[src/rtl/fetch_pkg.sv]
// Shared opcode constants and state encoding for the instruction-fetch sequencer.
package fetch_pkg;

  localparam logic [5:0]  OP_JMP   = 6'b110000;
  localparam logic [5:0]  OP_JNE   = 6'b110010;
  localparam logic [5:0]  OP_JNC   = 6'b111000;
  localparam logic [31:0] NOP_INST = 32'h0C42_1000;

  typedef enum logic [1:0] {
    S_IDLE    = 2'd0,
    S_RUN     = 2'd1,
    S_WAIT_BR = 2'd2,
    S_HALT    = 2'd3
  } fetch_state_t;

endpackage

[src/rtl/fetch_predecode.sv]
// Combinational jump classification and target extraction for a fetched word.
module fetch_predecode
  import fetch_pkg::*;
#(
  parameter int TGT_LSB = 18,
  parameter int TGT_W   = 8
) (
  input  logic [31:0] inst,
  output logic        is_jmp,
  output logic        is_cond,
  output logic [31:0] target
);

  logic [5:0] op;
  logic       unused_inst;

  assign op      = inst[31:26];
  assign is_jmp  = (op == OP_JMP);
  assign is_cond = (op == OP_JNE) || (op == OP_JNC);
  assign target  = {{(32-TGT_W){1'b0}}, inst[TGT_LSB+TGT_W-1:TGT_LSB]};

  // Only the opcode and target field matter here.
  assign unused_inst = ^inst;

endmodule

[src/rtl/fetch_seq.sv]
// Fetch sequencer: owns the PC, feeds a one-entry valid/ready output stage,
// resolves JMP locally and parks on conditional jumps until execute resolves them.
module fetch_seq
  import fetch_pkg::*;
#(
  parameter int ROM_DEPTH = 21,
  parameter int TGT_LSB   = 18,
  parameter int TGT_W     = 8
) (
  input  logic        clk,
  input  logic        clrn,
  input  logic        start,
  output logic [31:0] mem_addr,
  input  logic [31:0] mem_inst,
  output logic [31:0] inst_out,
  output logic [31:0] inst_pc,
  output logic        inst_valid,
  input  logic        inst_ready,
  input  logic        br_valid,
  input  logic        br_taken,
  output logic        busy,
  output logic        halted
);

  localparam logic [31:0] DEPTH = 32'(ROM_DEPTH);

  fetch_state_t state_q, state_d;
  logic [31:0]  pc_q, pc_d;
  logic [31:0]  tgt_q, tgt_d;
  logic [31:0]  inst_q, inst_d;
  logic [31:0]  ipc_q, ipc_d;
  logic         vld_q, vld_d;
  logic         busy_q, busy_d;
  logic         halted_q, halted_d;

  logic         is_jmp, is_cond;
  logic [31:0]  target;
  logic         xfer, load, past_end;

  fetch_predecode #(
    .TGT_LSB (TGT_LSB),
    .TGT_W   (TGT_W)
  ) u_predecode (
    .inst    (mem_inst),
    .is_jmp  (is_jmp),
    .is_cond (is_cond),
    .target  (target)
  );

  assign past_end = (pc_q >= DEPTH);
  assign xfer     = vld_q && inst_ready;
  assign load     = (state_q == S_RUN) && !past_end && (!vld_q || inst_ready);

  always_comb begin
    state_d = state_q;
    pc_d    = pc_q;
    tgt_d   = tgt_q;
    inst_d  = inst_q;
    ipc_d   = ipc_q;
    vld_d   = vld_q;

    // A load in the same cycle re-asserts valid below.
    if (xfer) vld_d = 1'b0;

    case (state_q)
      S_IDLE: begin
        if (start) begin
          state_d = S_RUN;
          pc_d    = 32'd0;
        end
      end
      S_RUN: begin
        if (past_end) begin
          state_d = S_HALT;
        end else if (load) begin
          inst_d = mem_inst;
          ipc_d  = pc_q;
          vld_d  = 1'b1;
          if (is_jmp) begin
            pc_d = target;
          end else begin
            pc_d = pc_q + 32'd1;
            if (is_cond) begin
              tgt_d   = target;
              state_d = S_WAIT_BR;
            end
          end
        end
      end
      S_WAIT_BR: begin
        if (br_valid) begin
          state_d = S_RUN;
          if (br_taken) pc_d = tgt_q;
        end
      end
      S_HALT: begin
        if (start) begin
          state_d = S_RUN;
          pc_d    = 32'd0;
        end
      end
      default: state_d = S_IDLE;
    endcase

    busy_d   = (state_d == S_RUN) || (state_d == S_WAIT_BR);
    halted_d = (state_d == S_HALT);
  end

  always_ff @(posedge clk or negedge clrn) begin
    if (!clrn) begin
      state_q  <= S_IDLE;
      pc_q     <= 32'd0;
      tgt_q    <= 32'd0;
      inst_q   <= NOP_INST;
      ipc_q    <= 32'd0;
      vld_q    <= 1'b0;
      busy_q   <= 1'b0;
      halted_q <= 1'b0;
    end else begin
      state_q  <= state_d;
      pc_q     <= pc_d;
      tgt_q    <= tgt_d;
      inst_q   <= inst_d;
      ipc_q    <= ipc_d;
      vld_q    <= vld_d;
      busy_q   <= busy_d;
      halted_q <= halted_d;
    end
  end

  assign mem_addr   = pc_q;
  assign inst_out   = inst_q;
  assign inst_pc    = ipc_q;
  assign inst_valid = vld_q;
  assign busy       = busy_q;
  assign halted     = halted_q;

endmodule

[config.mk]
export PLATFORM = sky130hd
export DESIGN_NAME = fetch_seq
export DESIGN_NICKNAME = d
export VERILOG_FILES = /design/src/rtl/fetch_pkg.sv /design/src/rtl/fetch_predecode.sv /design/src/rtl/fetch_seq.sv
export SDC_FILE = /design/constraint.sdc
export NUM_CORES = 1
export LEC_CHECK = 0
export ABC_AREA = 1
export BUFFER_PORTS_ARGS = -buffer_cell sky130_fd_sc_hd__buf_2
export CAP_MARGIN = 20
export CORE_MARGIN = 3
export CORE_UTILIZATION = 55
export DETAILED_ROUTE_END_ITERATION = 10
export PLACE_DENSITY_LB_ADDON = 0.2
export SLEW_MARGIN = 15
export SYNTH_ARGS = -nofsm -noshare
export SYNTH_HDL_FRONTEND = slang
export SYNTH_HIERARCHICAL = 1
export SYNTH_SLANG_ARGS = --single-unit
[constraint.sdc]
create_clock -name clk -period 2.8 [get_ports clk]
set_input_delay 0 -clock clk [delete_from_list [all_inputs] [get_ports clk]]
set_output_delay 0 -clock clk [all_outputs]
set_load 0.05 [all_outputs]
==> tab_implementation.tex <==
\begin{tabular}{lr}
\hline
Metric & Value \\
\hline
\multicolumn{2}{l}{\textbf{Status}} \\
Result of the run & finished clean \\
\multicolumn{2}{l}{\textbf{Clocking}} \\
Root Buffer & sky130\_fd\_sc\_hd\_\_clkbuf\_16 \\
Later-pin clock latency in the skew report & 0.41 ns \\
Cts bufs inserted & 17 \\
Clock tree from TritonCTS & built \\
CTS clock-pin slew for the worst setup and hold paths & 0.06 ns \\
Deepest clock path buffer count & 2 \\
H-tree levels & 4 \\
Setup Fix Bufs, Post-CTS & 0 \\
Clock sink total & 133 \\
\multicolumn{2}{l}{\textbf{Worst setup path}} \\
Crit path cell chain & inv\_1 -> ha\_1 -> nand2\_1 -> nand3\_1 -> nand2\_1 -> nor2\_4 -> nand3\_4 -> buf\_4 -> nand2\_1 -> o21ai\_1 \\
Crit path capture type & register \\
Critical path class & reg2reg \\
Highest net fanout along the worst path & 101 \\
Arrival time at the worst endpoint & 2.70 ns \\
Worst Reg-to-Reg Cells & 10 \\
CP startpoint kind & register \\
Cell with the most instances on the worst path & sky130\_fd\_sc\_hd\_\_nand2\_1 \\
Max incr delay on CP & 0.73 ns \\
Data required time of the worst path & 3.12 ns \\
Critical Path Slowest Stage Cell & sky130\_fd\_sc\_hd\_\_buf\_4 \\
\multicolumn{2}{l}{\textbf{Synthesis}} \\
Dominant cells by area after synthesis & sky130\_fd\_sc\_hd\_\_dfrtp\_1 45\%, sky130\_fd\_sc\_hd\_\_nand2\_1 19\%, sky130\_fd\_sc\_hd\_\_inv\_1 7.1\%, sky130\_fd\_sc\_hd\_\_nor2\_1 3.7\%, sky130\_fd\_sc\_hd\_\_buf\_4 3.6\% \\
Post-synthesis cell type with the largest combined area & sky130\_fd\_sc\_hd\_\_dfrtp\_1 \\
Fraction of synthesized cell area taken by the top area cell type & 0.446 \\
Seq/Total Area, Yosys & 0.464 \\
Synthesized area & 0.00718 mm² \\
Mean area per synthesized cell & 7.33 µm² \\
Flops \& latches, synth & 133 \\
Yosys warning count & 6 \\
Number of library cell types mapped by synthesis & 31 \\
Gate count after technology mapping & 979 \\
\multicolumn{2}{l}{\textbf{STA}} \\
Final period utilization & 0.850 \\
Clock skew after layout & 0.00748 ns \\
Total negative setup slack & 0 ns \\
Maximum clock frequency & 0.420 GHz \\
Setup repair after global routing missed its margin & no \\
Setup violation total in the final timing report & 0 \\
Min cycle time layout & 2.38 ns \\
Worst slew pin tran & 0.970 ns \\
Number of max-slew violations in the final report & 0 \\
Final Hold Viols & 0 \\
Worst slew slack as a fraction of its limit & 0.353 \\
\multicolumn{2}{l}{\textbf{Placement}} \\
Weighted congestion reported at the end of routability-driven placement & 0.908 \\
Port Buf Inserts & 136 \\
Post-placement cell count & 1251 \\
DPL Wire Length & 11700 µm \\
\multicolumn{2}{l}{\textbf{Final layout}} \\
Total area of multi-input combinational cells & 0.00295 mm² \\
Filler cell count in the final layout & 1090 \\
Footprint of the flip-flops and latches & 0.00333 mm² \\
Final cell utilization of the core & 0.689 \\
Count of nets after finishing & 1178 \\
Fraction of layout instances using a drive strength above 1 & 0.186 \\
Cell Count, Final, Fillers Out & 1319 \\
Synth-to-Final Area Change & 21.6\% \\
Antenna diode count & 0 \\
\multicolumn{2}{l}{\textbf{Pwr}} \\
Power per standard cell area & 1260 mW/mm² \\
Power consumption & 11.0 mW \\
Static Leak & 4.81 nW \\
VDD IR-drop max & 0.000956 V \\
\multicolumn{2}{l}{\textbf{Floorplan}} \\
Full die area & 0.0145 mm² \\
Top Ports & 137 \\
Die X & 120 µm \\
Die Ht & 120 µm \\
Cell row count & 41 \\
Core area & 0.0127 mm² \\
Starting Density & 0.567 \\
\multicolumn{2}{l}{\textbf{Global routing}} \\
Number of antenna violations at the first check in global routing & 0 \\
Maximum number of pins on one net before global-route repair & 102 \\
Gr ovfl total & 0 \\
Global routing usage summed across all routing layers & 0.253 \\
Global-route wire length before repair & 29600 µm \\
Via count of the first global-routing pass & 5979 \\
\multicolumn{2}{l}{\textbf{Route}} \\
Detailed Route WL & 17700 µm \\
\# DRC & 0 \\
Post-route antenna net violation count & 0 \\
Number of vias per cell & 4.81 \\
Initial detailed-routing violation count & 462 \\
Average wire per standard cell & 13.4 µm \\
Total number of vias & 6338 \\
Detailed Routing Iterations Pass 1 & 5 \\
\multicolumn{2}{l}{\textbf{Job}} \\
Maximum Capacitance Violations & 0 \\
\multicolumn{2}{l}{\textbf{Min path}} \\
Class of the tightest hold or removal check & in2async \\
\hline
\end{tabular}
[cell families (layout without fill, tap and decap cells)]
logic type / after synthesis / after routing / synth area share
and+or+nand+nor: 480 / 480 / 0.264
buffers and inverters: 209 / 354 / 0.139
AOI/OAI and AO/OA: 142 / 142 / 0.112
DFF: 133 / 133 / 0.464
xor gates and xnor gates: 8 / 8 / 0.00976
adders and majority gates: 6 / 6 / 0.0105
other: 1 / 24 / 0.000522
[worst paths after layout]
path	from	endpoint	slack, ns
setup / recovery	mem_addr[0]	inst_out[9]	0.42
hold / removal	clrn	inst_pc[13]	0.23
setup reg to reg	mem_addr[0]	inst_out[9]	0.42
hold reg to reg	inst_pc[30]	inst_pc[30]	0.46
max in group asynchronous	clrn	inst_out[22]	1.78
min in group clk	br_taken	mem_addr[8]	0.31
[flip-flops by register name (all words and copies together), names as in the netlist]
register    count
halted          1
mem_addr       32
state_q         2
inst_valid      1
tgt_q          32
inst_out       32
inst_pc        32
busy            1
[worst max-delay path, delay by kind of cell (launching register included)]
kind	cells	cell delay (ns)
fa+ha+maj	1	0.22
compound gates	1	0.13
simple gates	6	0.54
flops	1	0.47
buf+inv	2	0.87
[power breakdown]
group | internal, mW | leakage [nW] | switching, mW
Combinational | 1.47 | 2.76 | 4.31
Clock | 1.31 | 0.273 | 0.830
Sequential | 2.57 | 1.77 | 0.534
Total | 5.35 | 4.81 | 5.67
[what timing repair did]
action	CTS	global route
setup endpoints to repair	0	0
endpoints found under the hold margin	122	0
hold buffers	36	0
resized for setup	0	0
[final cells by class]
| class | count | share of cell area |
|---|---|---|
| Clock buffer | 19 | 0.0496 |
| Clock inverter | 13 | 0.0153 |
| Inverter | 139 | 0.0598 |
| Multi-Input combinational cell | 660 | 0.338 |
| Sequential cell | 133 | 0.382 |
| Tap cell | 172 | 0.0247 |
| Timing Repair Buffer | 183 | 0.131 |
[per-layer routing]
metal	vias to the layer above	share of wire	global-route usage
li1	3247	-	-
met1	2869	0.46	0.348
met2	206	0.46	0.412
met3	16	0.064	0.0519
met4	0	0.012	0.0694
met5	-	0	0
[per-stage QoR]
stage	instance area (µm²)	hold slack, ns	setup WS, ns
after floorplan	7270	-0.296	0.589
after global placement	7800	0.113	0.604
after detailed placement	7800	0.108	0.506
after CTS	8730	0.243	0.455
after global routing	8730	0.281	0.185
final	8730	0.234	0.421
[cells in the mapped netlist (all sizes together)]
master,instances
o21ai,98
nand3,43
o21bai,1
dfstp,5
inv,138
a21boi,6
xor2,4
nand4,1
buf,57
conb,1
nand3b,1
dfrtp,128
a22oi,3
clkbuf,13
o22ai,1
nor2,75
nand2,360
a21oi,33
xnor2,4
ha,6
clkinv,1
[layout by cell type, fill, tap and decap left out, types with 10 or more instances in the layout]
master	synthesis	final
sky130_fd_sc_hd__a21oi_1	33	33
sky130_fd_sc_hd__buf_2	14	135
sky130_fd_sc_hd__buf_4	34	10
sky130_fd_sc_hd__clkbuf_16	0	17
sky130_fd_sc_hd__conb_1	1	24
sky130_fd_sc_hd__dfrtp_1	128	128
sky130_fd_sc_hd__dlygate4sd3_1	0	36
sky130_fd_sc_hd__inv_1	135	135
sky130_fd_sc_hd__nand2_1	358	358
sky130_fd_sc_hd__nand3_1	41	41
sky130_fd_sc_hd__nor2_1	71	69
sky130_fd_sc_hd__o21ai_0	31	31
sky130_fd_sc_hd__o21ai_1	50	50
sky130_fd_sc_hd__o21ai_2	17	17
Power figures use the tool's default switching activity.
